[src/rtl/mvm_pkg.sv]
// Shared definitions for the mvm family: FSM states, default sizes and
// bit-offset helpers for the packed matrix/vector layout ((0,0) in the MSBs).
package mvm_pkg;

    typedef enum logic [1:0] {
        IDLE  = 2'd0,
        ACCUM = 2'd1,
        DONE  = 2'd2
    } mvm_state_e;

    localparam int DEF_MATRIX_ROWS = 3;
    localparam int DEF_SHARED_DIM  = 3;
    localparam int DEF_WIDTH       = 8;

    // LSB of element (i,j) in a row-major matrix whose first element is most significant.
    function automatic int mat_lsb(input int i, input int j, input int rows,
                                   input int cols, input int width);
        return (rows * cols - 1 - (i * cols + j)) * width;
    endfunction

    // LSB of element i in a vector whose first element is most significant.
    function automatic int vec_lsb(input int i, input int len, input int width);
        return (len - 1 - i) * width;
    endfunction

endpackage

[src/rtl/mvm_mac_lane.sv]
// One result column: a multiplier feeding a clearable accumulator. acc_next is
// the running sum including the current product, so the owner can latch it on the last row.
module mvm_mac_lane #(
    parameter int WIDTH = 8,
    parameter int ACC_W = 18
) (
    input  logic             clk,
    input  logic             reset_n,
    input  logic             clear,
    input  logic             en,
    input  logic [WIDTH-1:0] a,
    input  logic [WIDTH-1:0] b,
    output logic [ACC_W-1:0] acc_next
);

    logic [ACC_W-1:0] acc_q;
    logic [ACC_W-1:0] acc_d;
    logic [ACC_W-1:0] prod;

    always_comb begin
        prod     = ACC_W'(a) * ACC_W'(b);
        acc_next = acc_q + prod;
        acc_d    = acc_q;
        if (clear) begin
            acc_d = '0;
        end else if (en) begin
            acc_d = acc_next;
        end
    end

    always_ff @(posedge clk or negedge reset_n) begin
        if (!reset_n) begin
            acc_q <= '0;
        end else begin
            acc_q <= acc_d;
        end
    end

endmodule

[src/rtl/mvm_transpose.sv]
// Transpose matrix-vector product: result[j] = sum_i matrix(i,j)*vector(i),
// one matrix row per cycle with SHARED_DIM lanes accumulating in parallel.
module mvm_transpose
    import mvm_pkg::*;
#(
    parameter int MATRIX_ROWS = DEF_MATRIX_ROWS,
    parameter int SHARED_DIM  = DEF_SHARED_DIM,
    parameter int WIDTH       = DEF_WIDTH
) (
    input  logic                                    clk,
    input  logic                                    reset_n,
    input  logic                                    start,
    input  logic [MATRIX_ROWS*SHARED_DIM*WIDTH-1:0] matrix,
    input  logic [MATRIX_ROWS*WIDTH-1:0]            vector,
    output logic [SHARED_DIM*WIDTH-1:0]             result_vector,
    output logic                                    busy,
    output logic                                    done,
    output logic                                    overflow,
    output mvm_state_e                              state_dbg
);

    localparam int ACC_W = 2 * WIDTH + $clog2(MATRIX_ROWS);
    localparam int ROW_W = (MATRIX_ROWS > 1) ? $clog2(MATRIX_ROWS) : 1;

    mvm_state_e                              state_q, state_d;
    logic [ROW_W-1:0]                        row_q, row_d;
    logic [MATRIX_ROWS*SHARED_DIM*WIDTH-1:0] mat_q, mat_d;
    logic [MATRIX_ROWS*WIDTH-1:0]            vec_q, vec_d;
    logic [SHARED_DIM*WIDTH-1:0]             result_q, result_d;
    logic                                    busy_q, busy_d;
    logic                                    done_q, done_d;
    logic                                    ovf_q, ovf_d;

    logic                                    lane_clear;
    logic                                    lane_en;
    logic                                    last_row;
    logic [WIDTH-1:0]                        mat_arr [MATRIX_ROWS][SHARED_DIM];
    logic [WIDTH-1:0]                        vec_arr [MATRIX_ROWS];
    logic [ACC_W-1:0]                        lane_sum [SHARED_DIM];

    // Unpack the captured operands so a row can be selected by row_q alone.
    for (genvar i = 0; i < MATRIX_ROWS; i++) begin : g_row
        assign vec_arr[i] = vec_q[vec_lsb(i, MATRIX_ROWS, WIDTH) +: WIDTH];
        for (genvar j = 0; j < SHARED_DIM; j++) begin : g_col
            assign mat_arr[i][j] = mat_q[mat_lsb(i, j, MATRIX_ROWS, SHARED_DIM, WIDTH) +: WIDTH];
        end
    end

    assign lane_clear = (state_q == IDLE) && start;
    assign lane_en    = (state_q == ACCUM);
    assign last_row   = (row_q == ROW_W'(MATRIX_ROWS - 1));

    for (genvar j = 0; j < SHARED_DIM; j++) begin : g_lane
        mvm_mac_lane #(
            .WIDTH (WIDTH),
            .ACC_W (ACC_W)
        ) u_lane (
            .clk      (clk),
            .reset_n  (reset_n),
            .clear    (lane_clear),
            .en       (lane_en),
            .a        (mat_arr[row_q][j]),
            .b        (vec_arr[row_q]),
            .acc_next (lane_sum[j])
        );
    end

    always_comb begin
        state_d  = state_q;
        row_d    = row_q;
        mat_d    = mat_q;
        vec_d    = vec_q;
        result_d = result_q;
        ovf_d    = ovf_q;
        busy_d   = 1'b0;
        done_d   = 1'b0;
        case (state_q)
            IDLE: begin
                if (start) begin
                    state_d = ACCUM;
                    row_d   = '0;
                    mat_d   = matrix;
                    vec_d   = vector;
                    busy_d  = 1'b1;
                end
            end
            ACCUM: begin
                busy_d = 1'b1;
                row_d  = row_q + 1'b1;
                if (last_row) begin
                    // Latch the final sums (last row included) so done and data align.
                    state_d = DONE;
                    row_d   = '0;
                    busy_d  = 1'b0;
                    done_d  = 1'b1;
                    ovf_d   = 1'b0;
                    for (int j = 0; j < SHARED_DIM; j++) begin
                        result_d[vec_lsb(j, SHARED_DIM, WIDTH) +: WIDTH] = lane_sum[j][WIDTH-1:0];
                        if (lane_sum[j][ACC_W-1:WIDTH] != '0) begin
                            ovf_d = 1'b1;
                        end
                    end
                end
            end
            DONE: begin
                state_d = IDLE;
            end
            default: begin
                state_d = IDLE;
            end
        endcase
    end

    always_ff @(posedge clk or negedge reset_n) begin
        if (!reset_n) begin
            state_q  <= IDLE;
            row_q    <= '0;
            mat_q    <= '0;
            vec_q    <= '0;
            result_q <= '0;
            busy_q   <= 1'b0;
            done_q   <= 1'b0;
            ovf_q    <= 1'b0;
        end else begin
            state_q  <= state_d;
            row_q    <= row_d;
            mat_q    <= mat_d;
            vec_q    <= vec_d;
            result_q <= result_d;
            busy_q   <= busy_d;
            done_q   <= done_d;
            ovf_q    <= ovf_d;
        end
    end

    assign result_vector = result_q;
    assign busy          = busy_q;
    assign done          = done_q;
    assign overflow      = ovf_q;
    assign state_dbg     = state_q;

endmodule

[config.mk]
export PLATFORM = sky130hd
export DESIGN_NAME = mvm_transpose
export DESIGN_NICKNAME = d
export VERILOG_FILES = /design/src/rtl/mvm_pkg.sv /design/src/rtl/mvm_mac_lane.sv /design/src/rtl/mvm_transpose.sv
export SDC_FILE = /design/constraint.sdc
export NUM_CORES = 1
export LEC_CHECK = 0
export BUFFER_PORTS_ARGS = -buffer_cell sky130_fd_sc_hd__buf_2
export CORE_ASPECT_RATIO = 1.2
export CORE_MARGIN = 8
export CORE_UTILIZATION = 50
export DETAILED_ROUTE_END_ITERATION = 8
export HOLD_SLACK_MARGIN = 0.12
export MAX_ROUTING_LAYER = met4
export PLACE_DENSITY = 0.76
export SLEW_MARGIN = 20
export SYNTH_ARGS = -nofsm -noshare
export SYNTH_HDL_FRONTEND = slang
export SYNTH_SLANG_ARGS = --single-unit
[constraint.sdc]
create_clock -name clk -period 10.35 [get_ports clk]
set_clock_uncertainty 0.15 [all_clocks]
set_input_delay 0.5175 -clock clk [delete_from_list [all_inputs] [get_ports clk]]
set_output_delay 0.5175 -clock clk [all_outputs]
set_load 0.02 [all_outputs]
Word-level counts from Yosys, hierarchy flattened
Index checks and enable logic that the tools add are counted.

Flip-flop bits (word level): 181. Latch bits: 0. Bits in writable memories: 0. Bits in read-only memories: 0. Input port bits: 99. Word-level logic and storage cells: 61. Memories: 0.

$add $sub $neg: 4. $mul: 3. Div/mod/pow operators: 0. Order comparisons: 1. Equality and inequality tests: 4. Shift-type cells: 0. Mux-type cells: 26. Bitwise gates (word level): 1. Reduce and logical (&&, ||, !) cells: 11.

Operators with widths (count): 18-bit two-way mux (6); 18-bit by 16-bit adder with 18-bit output (3); 24-bit binary-select mux with 2-bit select (1); 8-bit by 8-bit multiplier with 16-bit output (3); 24-bit two-way mux (2); 10-bit nonzero test (3); 8-bit binary-select mux with 2-bit select (1); 8-bit two-way mux (2); 2-bit two-way mux (4); 2-bit case mux with 2 select lines (2); 2-bit AND reduction (4); 1-bit two-way mux (7); 2-bit != test (second input constant) (2); 2-bit nonzero test (2); 3-bit greater-or-equal comparator (second input constant) (1); 2-bit inverter with 3-bit output (1); 2-bit by 1-bit adder with 2-bit output (second input constant) (1); 2-bit by 1-bit == test with 1-bit output (second input constant) (1); 2-bit == test (second input constant) (1); 2-bit logical NOT (1); 1-bit case mux with 2 select lines (1); 1-bit logical AND (1).

Depth between registers and ports, before layout
Gate-level depths: netlist of the first run.

Word-level depth: 10. Depth in mapped cells: 26. Depth with buffers taken out: 23.

Modules after synthesis
From an unflattened synthesis of the first run, not the netlist that was laid out.

Cells, all modules: 1541. Area total of the unflattened synthesis: 15738.8 µm².

Modules (own cells, without submodules): mvm_transpose (instances 1, cells each 391, area each 5442.7 µm²); mvm_mac_lane at g_lane[1].u_lane (instances 1, cells each 398, area each 3564.7 µm²); mvm_mac_lane at g_lane[0].u_lane (instances 1, cells each 382, area each 3384.5 µm²); mvm_mac_lane at g_lane[2].u_lane (instances 1, cells each 370, area each 3347.0 µm²).

Worst setup path before layout of the first run
OpenSTA, ideal clock, no wires.

Kind: reg2reg. Start: register row_q[1]. End: register ovf_q, in the netlist overflow. Setup time: 125 ps. Arrival time: 6445 ps. Required time: 10075 ps. Setup slack: 3630 ps. Cell stages (with the launch flop): 26. Buffers on the path: 3. Clock period less this slack: 6720 ps. Cells stage by stage: dfrtp_1 -> buf_2 -> buf_1 -> clkbuf_1 -> mux2i_1 -> nor2_1 -> a21oi_1 -> nor2_1 -> fa_1 -> inv_1 -> fa_1 -> inv_1 -> fa_1 -> inv_1 -> fa_1 -> inv_1 -> ha_1 -> o21a_1 -> o31a_1 -> o21ai_1 -> and2_2 -> xnor2_1 -> or4_1 -> or4b_1 -> nor4_1 -> nor2_1.

Longest elaborated chain between the ends: 10. Elaborated cells between the ends (all ways): 21. Those cells by class: add/sub: 3; mul: 3; eq/ne: 1; mux: 9; bitwise: 1; reduce/logical: 4.

Ends and longest elaborated chain: from (decl) (RTL line mvm_transpose.sv:26) `logic [ROW_W-1:0] row_q, row_d;`; from (signal assigned) (RTL line mvm_transpose.sv:126) `row_q <= row_d;`; 2-bit inverter with 3-bit output (not written as such) (RTL line mvm_transpose.sv:62, mvm_transpose.sv:63); 24-bit binary-select mux with 2-bit select / 8-bit binary-select mux with 2-bit select (equally long branches) (RTL line mvm_transpose.sv:62, mvm_transpose.sv:63); 24-bit two-way mux (not written as such) / 8-bit two-way mux (equally long branches) (2 in series) (RTL line mvm_transpose.sv:62, mvm_transpose.sv:63); 8-bit by 8-bit multiplier with 16-bit output (RTL line mvm_mac_lane.sv:21) `prod = ACC_W'(a) * ACC_W'(b);`; 18-bit by 16-bit adder with 18-bit output (RTL line mvm_mac_lane.sv:22) `acc_next = acc_q + prod;`; 10-bit nonzero test (RTL line mvm_transpose.sv:99) `if (lane_sum[j][ACC_W-1:WIDTH] != '0) begin`; 1-bit two-way mux (3 in series) (RTL line mvm_transpose.sv:99); to (signal assigned) (RTL line mvm_transpose.sv:132) `ovf_q <= ovf_d;`; to (decl) (RTL line mvm_transpose.sv:32) `logic ovf_q, ovf_d;`.

Parallel ways exist; a longest one is shown, timed or not. The select of a mux whose other input is x is not followed. A chain may end at the register's enable or synchronous reset.

Worst setup path in the final report of the first run
Start: register row_q[0]. End: register ovf_q, in the netlist overflow.

The elaborated chain is that of the path after synthesis.

==> results of run 1 <==
==> flip-flops by register name, summed over array words and instances, names as in the netlist <==
signal	count
state_dbg	2
row_q	2
busy	1
g_lane.u_lane.acc_q	54
overflow	1
vec_arr	24
mat_arr	72
result_vector	24
done	1
==> critical path, delay by kind of cell, from the launching register on <==
family / cells / cell delay (ps)
XOR/XNOR: 1 / 160
AO/OA/AOI/OAI: 2 / 940
flip-flops: 1 / 990
buffers and inverters: 4 / 610
AND/OR/NAND/NOR: 9 / 2320
adder cells (fa/ha/maj): 5 / 2360
==> area by class of cell <==
| class | instances | area, µm² | area share (%) |
|---|---|---|---|
| Clock inverter | 13 | 136 | 0.807 |
| Tap cell | 396 | 495 | 2.93 |
| Antenna cell | 1 | 2.50 | 0.0148 |
| Sequential cell | 181 | 4530 | 26.8 |
| Multi-Input combinational cell | 1039 | 9390 | 55.6 |
| Clock buffer | 19 | 443 | 2.62 |
| Inverter | 305 | 1140 | 6.78 |
| Timing Repair Buffer | 141 | 752 | 4.45 |
==> kinds of logic (layout without fill, tap and decap cells) <==
group                    count (synthesis)  count (layout)  share of synthesized area [%]
multiplexers                           131             131                           9.40
adder cells (fa/ha/maj)                270             270                           29.6
flip-flops                             181             181                           29.7
AO/OA/AOI/OAI                          216             216                           9.67
AND/OR/NAND/NOR                        388             388                           10.8
other                                    0               1                              0
buffers and inverters                  359             478                           8.85
XOR/XNOR                                34              34                           1.95
==> layer usage <==
metal	vias up	routed length, µm
met1	5694	15200
li1	5261	-
met5	-	0
met2	334	20800
met3	118	1820
met4	0	2340
==> metrics by stage <==
| stage | util [%] | std cells | hold slack (ps) | setup slack, ps |
|---|---|---|---|---|
| 6_report | 55.9 | 2095 | 140 | 2660 |
| 5_1_grt | 55.9 | 2094 | 135 | 2340 |
| 4_1_cts | 55.9 | 2094 | 121 | 2740 |
| 3_5_place_dp | 53.9 | 2061 | 307 | 2790 |
| 3_3_place_gp | 53.9 | 2061 | 307 | 2860 |
| 2_1_floorplan | - | 1579 | 71.9 | 3630 |
==> final timing paths <==
check                      cells past startpoint  slack [ps]                       endpoint                           from
min in group asynchronous                      2         600        mat_arr[54]$_DFFE_PN0P_                        reset_n
max                                           21        2660           overflow$_DFFE_PN0P_           row_q[0]$_DFFE_PN0P_
max reg2reg                                   21        2660           overflow$_DFFE_PN0P_           row_q[0]$_DFFE_PN0P_
min reg2reg                                    2         320  result_vector[11]$_DFFE_PN0P_  result_vector[11]$_DFFE_PN0P_
max in group asynchronous                      3        7890   result_vector[2]$_DFFE_PN0P_                        reset_n
min                                            2         140        mat_arr[38]$_DFFE_PN0P_                     matrix[38]
==> cells in the mapped netlist (all sizes together), types with 3 or more instances <==
master / number / area (µm²)
xor2: 12 / 105
o31a: 5 / 43.8
or4: 4 / 30.0
nand2b: 3 / 18.8
nor2b: 10 / 70.1
dfrtp: 181 / 4530
ha: 120 / 1500
xnor2: 22 / 193
a21o: 29 / 218
mux2: 96 / 1080
o211ai: 3 / 22.5
and3: 4 / 25.0
nor3b: 3 / 22.5
nor3: 6 / 30.0
a31oi: 4 / 25.0
nand3b: 3 / 22.5
inv: 304 / 1140
a211oi: 4 / 30.0
a21oi: 58 / 294
buf: 13 / 50.0
and2: 8 / 51.3
nand2: 176 / 661
clkbuf: 41 / 154
a22o: 38 / 333
o311ai: 3 / 26.3
o21a: 5 / 37.5
o21ai: 43 / 215
nand3: 9 / 45.0
fa: 150 / 3000
nor2: 143 / 539
o2111ai: 5 / 43.8
or2: 9 / 56.3
mux2i: 35 / 350
==> metrics, run 1 <==
register area share after synthesis=29.7%; synthesized net count=about 2000; drt wl/cell=19.2 µm; most common cell after layout, fill and taps aside=inv_1; largest net degree at the start of global routing=roughly 120; Antenna Nets Post-Route=0; HPWL Detailed=~32000 µm; Seq cells post-synth=181; final setup vio count=0; CTS Buf Count=17; DRC violations left=0; Least-Margin Pin Slew=between 1000 and 1500 ps; maximum clock frequency=between 0.1 and 0.15 GHz; CP Cell Sequence=nor2b_4 > buf_4 > a21o_1 > nand2_1 > fa_1 > inv_1 > fa_1 > inv_1 > fa_1 > fa_1 > inv_1 > ha_1 > and3_1 > a211o_1 > nor2_2 > xnor2_1 > or4_1 > nor4_1 > or4b_1 > nor4_1 > nor2_1; commonest non-fill, non-tap cells in the layout=inv_1 (304), dfrtp_1 (180), nand2_1 (176); worst stage delay on the critical path=990 ps; Slew Limit Fails=0; max-cap viol count=0; Worst EP required=10540 ps; EDFF count, synth=0; Post-Synthesis Cells=1579; Vias=11400; gp weighted congestion=roughly 0.96; CP Launch Type=flop; Ys Warns=0; slew margin rel.=25.5%; H-tree depth=4; CP max-delay cell=dfrtp_1; HP Class=in -> reg; synth unique cells=63; Nets=2054; WL final=40100 µm; Initial Util=50.4%; Via density=5.44; first-pass GRT wire length=65700 µm; status=finished, final reports clean; crit-path max FO=slightly below 60; CP most frequent cell=fa_1; total global-route track usage=23.7%; Fin. Hold Viols=0; worst skew pair latency=460 ps; vias in the first global route=between 10000 and 15000; Core Region=30200 µm²; Setup Fix Bufs, Post-CTS=0; CTS resizes=0; initial antenna violation count=0; met3 usage=3.31%; die area=36300 µm²; post-synthesis instance area=15200 µm²; element type at the critical path end=flop; Layout area overhead=10.9%; Top Usage Layer GRT=met2; Tmin final=~7700 ps; GR met2 Demand/Resource=40.5%; Remaining Overflow, GRT=0; clock buffer depth=2; ys async rst share=100%; DIE HEIGHT=207 µm; share of layout cells above drive strength 1=between 15 and 20%; FP Rows=70; filler cell count=2674; GR Layer Usage met1=26.2%; I/O Buffers=127; CTS Root Buffer Type=clkbuf_16; worst endpoint data arrival time=just under 8000 ps; Post-DP Area=roughly 16000 µm²; syn_area_per_cell=9.65 µm²; main flop type after synthesis=dfrtp_1; CTS tree=yes; cts hold-fix bufs=1; post-route setup TNS=0 ps; fin area=16900 µm²; 1st-iter DRT viols=708; period utilisation layout=roughly 74%; drt pass-1 iters=7; Worst Path Class, Setup=reg -> reg; clock sink count=181; RSZ-0062 raised after global routing=no; clock slew at reported path FFs=80 ps; I/O pin cnt=128; die width=175 µm
Power of run 1 is left out: the tool's default activity adds up to more than one toggle a clock period on the data nets, which glitch-free logic cannot reach.
==> run 2, diff against run 1 <==
==> constraint.sdc (replaced) <==
create_clock -name clk -period 7.88 [get_ports clk]
set_clock_uncertainty 0.15 [all_clocks]
set_input_delay 0.394 -clock clk [delete_from_list [all_inputs] [get_ports clk]]
set_output_delay 0.394 -clock clk [all_outputs]
set_load 0.02 [all_outputs]
==> metrics, run 2 (synthesis gave the netlist of run 1 again) <==
Via density=5.54 (+1.8%); share of layout cells above drive strength 1=16.3% (-0.68 points); die width=175 µm (unchanged); DIE HEIGHT=207 µm (unchanged); post-route setup TNS=0 ps (unchanged); largest net degree at the start of global routing=107 (-7.8%); I/O Buffers=127 (unchanged); final setup vio count=0 (unchanged); clock sink count=181 (unchanged); CTS Buf Count=17 (unchanged); first-pass GRT wire length=70600 µm (+7.4%); CTS Root Buffer Type=clkbuf_16; Fin. Hold Viols=0 (unchanged); slew margin rel.=23.5% (-2.0 points); element type at the critical path end=flop; Antenna Nets Post-Route=0 (unchanged); Initial Util=50.4% (unchanged); 1st-iter DRT viols=775 (+9.5%); Worst EP required=8070 ps (-2470 ps); Remaining Overflow, GRT=0 (unchanged); FF-to-FF Start=row_q[1]$_DFFE_PN0P_; Hold Path Sink=result_vector[20]$_DFFE_PN0P_; Nets=2156 (+5.0%); DRC violations left=0 (unchanged); period utilisation layout=91.5% (+17 points); I/O pin cnt=128 (unchanged); RSZ-0062 raised after global routing=no; die area=36300 µm² (unchanged); most common cell after layout, fill and taps aside=inv_1; internal reg-to-reg setup slack=670 ps (-1990 ps); total global-route track usage=25.5% (+1.8 points); R2R Path End=overflow$_DFFE_PN0P_; crit-path max FO=39 (-33%); max reg flops=72 (unchanged); Vias=12200 (+6.8%); clock slew at reported path FFs=80 ps (about the same); CTS tree=yes; commonest non-fill, non-tap cells in the layout=inv_1 (304), dfrtp_1 (180), nand2_1 (176); hold_ws=324 ps (+185 ps); HPWL Detailed=31600 µm (+0.32%); Worst Path Class, Setup=reg -> reg; Slew Limit Fails=0 (unchanged); H-tree depth=4 (unchanged); clock buffer depth=2 (unchanged); vias in the first global route=13400 (+8.2%); CP Launch Type=flop; FP Rows=70 (unchanged); Tmin final=7210 ps (-476 ps); Reg2Reg Depth=21 (unchanged); status=finished, final reports clean; CTS resizes=0 (unchanged); WL final=43500 µm (+8.4%); max-cap viol count=0 (unchanged); maximum clock frequency=0.139 GHz (+6.6%); gp weighted congestion=0.911 (-5.2%); Least-Margin Pin Slew=1150 ps (+29.8 ps); worst hold start=result_vector[20]$_DFFE_PN0P_; filler cell count=2492 (-6.8%); HP Class=reg -> reg; drt wl/cell=19.8 µm (+3.3%); drt pass-1 iters=6 (-1); worst endpoint data arrival time=7400 ps (-470 ps); worst skew pair latency=460 ps (about the same); initial antenna violation count=3 (+3); final worst slack=669 ps (-1990 ps); Core Region=30200 µm² (unchanged); Place WS=738 ps (-2050 ps); hold path depth=2 (unchanged); Layout area overhead=17.6%
-- run 2: through the flow --
stage / std cells / util, % / instance area (µm²)
floorplan: 1579 / - / 15200
global placement: 2067 / 54.1 / 16300
detailed placement: 2067 / 54.1 / 16300
CTS: 2196 / 59.2 / 17900
global route: 2199 / 59.3 / 17900
finish: 2199 / 59.3 / 17900
-- run 2: metal layers --
layer	vias to the layer above	GRT usage (%)	part of all wire [%]
met3	165	4.39	5.6
li1	5472	-	-
met4	0	16.0	6.6
met2	472	43.8	52
met1	6077	27.0	36
met5	-	-	0
-- run 2: worst max path at each step --
stage	from	end	slack, ps	depth (start not counted)
6_report	row_q[1]$_DFFE_PN0P_	overflow$_DFFE_PN0P_	670	21
5_1_grt	row_q[1]$_DFFE_PN0P_	overflow$_DFFE_PN0P_	350	21
4_1_cts	row_q[1]$_DFFE_PN0P_	overflow$_DFFE_PN0P_	690	22
3_5_place_dp	row_q[1]$_DFFE_PN0P_	overflow$_DFFE_PN0P_	740	21
3_3_place_gp	row_q[1]$_DFFE_PN0P_	overflow$_DFFE_PN0P_	800	21
2_1_floorplan	row_q[1]$_DFFE_PN0P_	overflow$_DFFE_PN0P_	1160	25
-- run 2: area by class of cell --
cell class / instances / area [µm²] / share of cell area (%)
Antenna cell: 3 / 7.51 / 0.0419
Clock buffer: 18 / 429 / 2.40
Sequential cell: 181 / 4530 / 25.3
Clock inverter: 14 / 156 / 0.873
Timing Repair Buffer: 243 / 1760 / 9.82
Inverter: 305 / 1140 / 6.39
Multi-Input combinational cell: 1039 / 9390 / 52.4
Tap cell: 396 / 495 / 2.77
-- run 2: timing repair --
| item | in CTS | in global routing |
|---|---|---|
| buffers inserted | 0 | 0 |
| endpoints found under the hold margin | 201 | 0 |
| hold buffers | 97 | 0 |
-- run 2: worst max-delay path, cell delays in order, from the launching register on --
cell     delay, ps
dfrtp_2        650
nor2b_4        270
a21oi_1        960
nor2_1         180
fa_1           580
inv_1           60
fa_1           480
inv_1           50
fa_1           470
inv_1           60
fa_1           480
inv_1           40
ha_1           360
a21oi_1        340
nand2_1        120
o21ai_1        200
xnor2_1        110
or3b_1         430
nor4_1         290
or4b_1         460
nor4_1         270
nor2_1          60
Power of run 2 is left out for the same reason.
==> run 3, diff against run 2 <==
--- a/config.mk
+++ b/config.mk
@@ -17,3 +17,4 @@
 export SYNTH_ARGS = -nofsm -noshare
 export SYNTH_HDL_FRONTEND = slang
 export SYNTH_SLANG_ARGS = --single-unit
+export TNS_END_PERCENT = 5
==> constraint.sdc (replaced) <==
create_clock -name clk -period 7.9 [get_ports clk]
set_clock_uncertainty 0.15 [all_clocks]
set_input_delay 0.395 -clock clk [delete_from_list [all_inputs] [get_ports clk]]
set_output_delay 0.395 -clock clk [all_outputs]
set_load 0.02 [all_outputs]
==> metrics, run 3 (synthesis gave the netlist of run 1 again) <==
Tmin final=7240 ps (+33.9 ps); largest net degree at the start of global routing=107 (unchanged); Via density=5.59 (+0.81%); Worst Path Class, Setup=reg -> reg; max reg flops=72 (unchanged); die width=175 µm (unchanged); gp weighted congestion=0.922 (+1.3%); filler cell count=2461 (-1.2%); CP most frequent cell=fa_1; Vias=12300 (+0.85%); vias in the first global route=13600 (+1.4%); Slew Limit Fails=0 (unchanged); H-tree depth=4 (unchanged); Core Region=30200 µm² (unchanged); CTS Buf Count=17 (unchanged); Worst EP required=8100 ps (+30 ps); worst hold start=result_vector[10]$_DFFE_PN0P_; 1st-iter DRT viols=733 (-5.4%); initial antenna violation count=4 (+1); worst skew pair latency=450 ps (about the same); Layout area overhead=17.6% (about the same); slew margin rel.=33.7% (+10 points); Critical path origin=row_q[1]$_DFFE_PN0P_; Fin. Hold Viols=0 (unchanged); FF-to-FF Start=row_q[1]$_DFFE_PN0P_; Remaining Overflow, GRT=0 (unchanged); Place WS=815 ps (+77.9 ps); clock buffer depth=2 (unchanged); RSZ-0062 raised after global routing=no; die area=36300 µm² (unchanged); post-route setup TNS=0 ps (unchanged); total global-route track usage=26.1% (+0.54 points); share of layout cells above drive strength 1=16.3% (+0.056 points); CP max-delay cell=fa_1; worst endpoint data arrival time=7440 ps (+40 ps); first-pass GRT wire length=72000 µm (+2.0%); I/O Buffers=127 (unchanged); FP Rows=70 (unchanged); I/O pin cnt=128 (unchanged); CTS tree=yes; most common cell after layout, fill and taps aside=inv_1; commonest non-fill, non-tap cells in the layout=inv_1 (304), dfrtp_1 (180), nand2_1 (176); Antenna Nets Post-Route=0 (unchanged); crit-path max FO=27 (-31%); max-cap viol count=0 (unchanged); drt pass-1 iters=5 (-1); Initial Util=50.4% (unchanged); Nets=2156 (unchanged); CP Cell Sequence=buf_4 > mux2i_1 > nor2_1 > a21o_1 > buf_4 > nand2_1 > fa_1 > inv_1 > fa_1 > fa_1 > inv_1 > fa_1 > inv_1 > ha_1 > o21a_1 > o31a_1 > o21ai_1 > xnor2_1 > or3b_1 > nor4_1 > or4b_1 > nor4_1 > nor2_1; period utilisation layout=91.7% (+0.20 points); WL final=44800 µm (+3.1%); HPWL Detailed=31700 µm (about the same); final worst slack=655 ps (-13.9 ps); Least-Margin Pin Slew=995 ps (-153 ps); drt wl/cell=20.4 µm (+3.0%); DIE HEIGHT=207 µm (unchanged); clock sink count=181 (unchanged); clock slew at reported path FFs=80 ps (about the same); worst stage delay on the critical path=550 ps (-410 ps); final setup vio count=0 (unchanged); status=finished, final reports clean; CTS Root Buffer Type=clkbuf_16; DRC violations left=0 (unchanged); CP Launch Type=flop; maximum clock frequency=0.138 GHz (-0.47%); element type at the critical path end=flop; HP Class=reg -> reg
## run 3: cell count changes in the layout (fill, tap and decap cells not counted)
| cell | change |
|---|---|
| diode_2 | +1 |
| clkinv_8 | -1 |
| clkbuf_8 | +2 |
| clkbuf_1 | -1 |
| clkinvlp_4 | +1 |
| inv_8 | -1 |
## run 3: worst max-delay path: cells and delay by family (launching register included)
family | cells | cell delay, ps
fa+ha+maj | 5 | 2390
buf+inv | 5 | 970
compound gates | 4 | 880
flops | 1 | 540
simple gates | 7 | 1830
mux | 1 | 190
xor+xnor | 1 | 170
## run 3: worst paths after layout
check                                           endpoint  slack [ps]  cells after the start
max                                 overflow$_DFFE_PN0P_         660                     23
min                        result_vector[10]$_DFFE_PN0P_         320                      2
max reg2reg                         overflow$_DFFE_PN0P_         660                     23
min reg2reg                result_vector[10]$_DFFE_PN0P_         320                      2
max in group asynchronous           row_q[1]$_DFFE_PN0P_        5620                      3
min in group asynchronous        mat_arr[70]$_DFFE_PN0P_         440                      2
## run 3: cell type report
| type | instances | area (µm²) | area share (%) |
|---|---|---|---|
| multi-input combinational | 1039 | 9390 | 52.4 |
| sequential | 181 | 4530 | 25.3 |
| timing repair buffer | 243 | 1760 | 9.81 |
| inverter | 305 | 1140 | 6.39 |
| tap | 396 | 495 | 2.77 |
| clock buffer | 19 | 453 | 2.53 |
| clock inverter | 13 | 136 | 0.761 |
| antenna | 4 | 10.0 | 0.0559 |
## run 3: layer usage
layer	GRT usage [%]	wire length, µm	vias up
met3	4.18	2680	207
met4	17.2	3230	0
met2	44.4	22900	523
met5	-	0	-
li1	-	-	5457
met1	27.8	16000	6103
## run 3: repair_timing
item | 4_1_cts | 5_1_grt
hold endpoints to repair | 201 | 0
hold buffers | 97 | 0
buffers inserted | 0 | 0
gates resized for setup | 0 | 0
## run 3: stage by stage
step,utilization [%],area (µm²),hold WS [ps],std cells
final,59.3,17900,324,2200
after global routing,59.3,17900,350,2200
after CTS,59.3,17900,331,2196
after detailed placement,54.1,16300,312,2067
after global placement,54.1,16300,307,2067
after floorplan,-,15200,-50.6,1579
Power of run 3 is left out for the same reason.
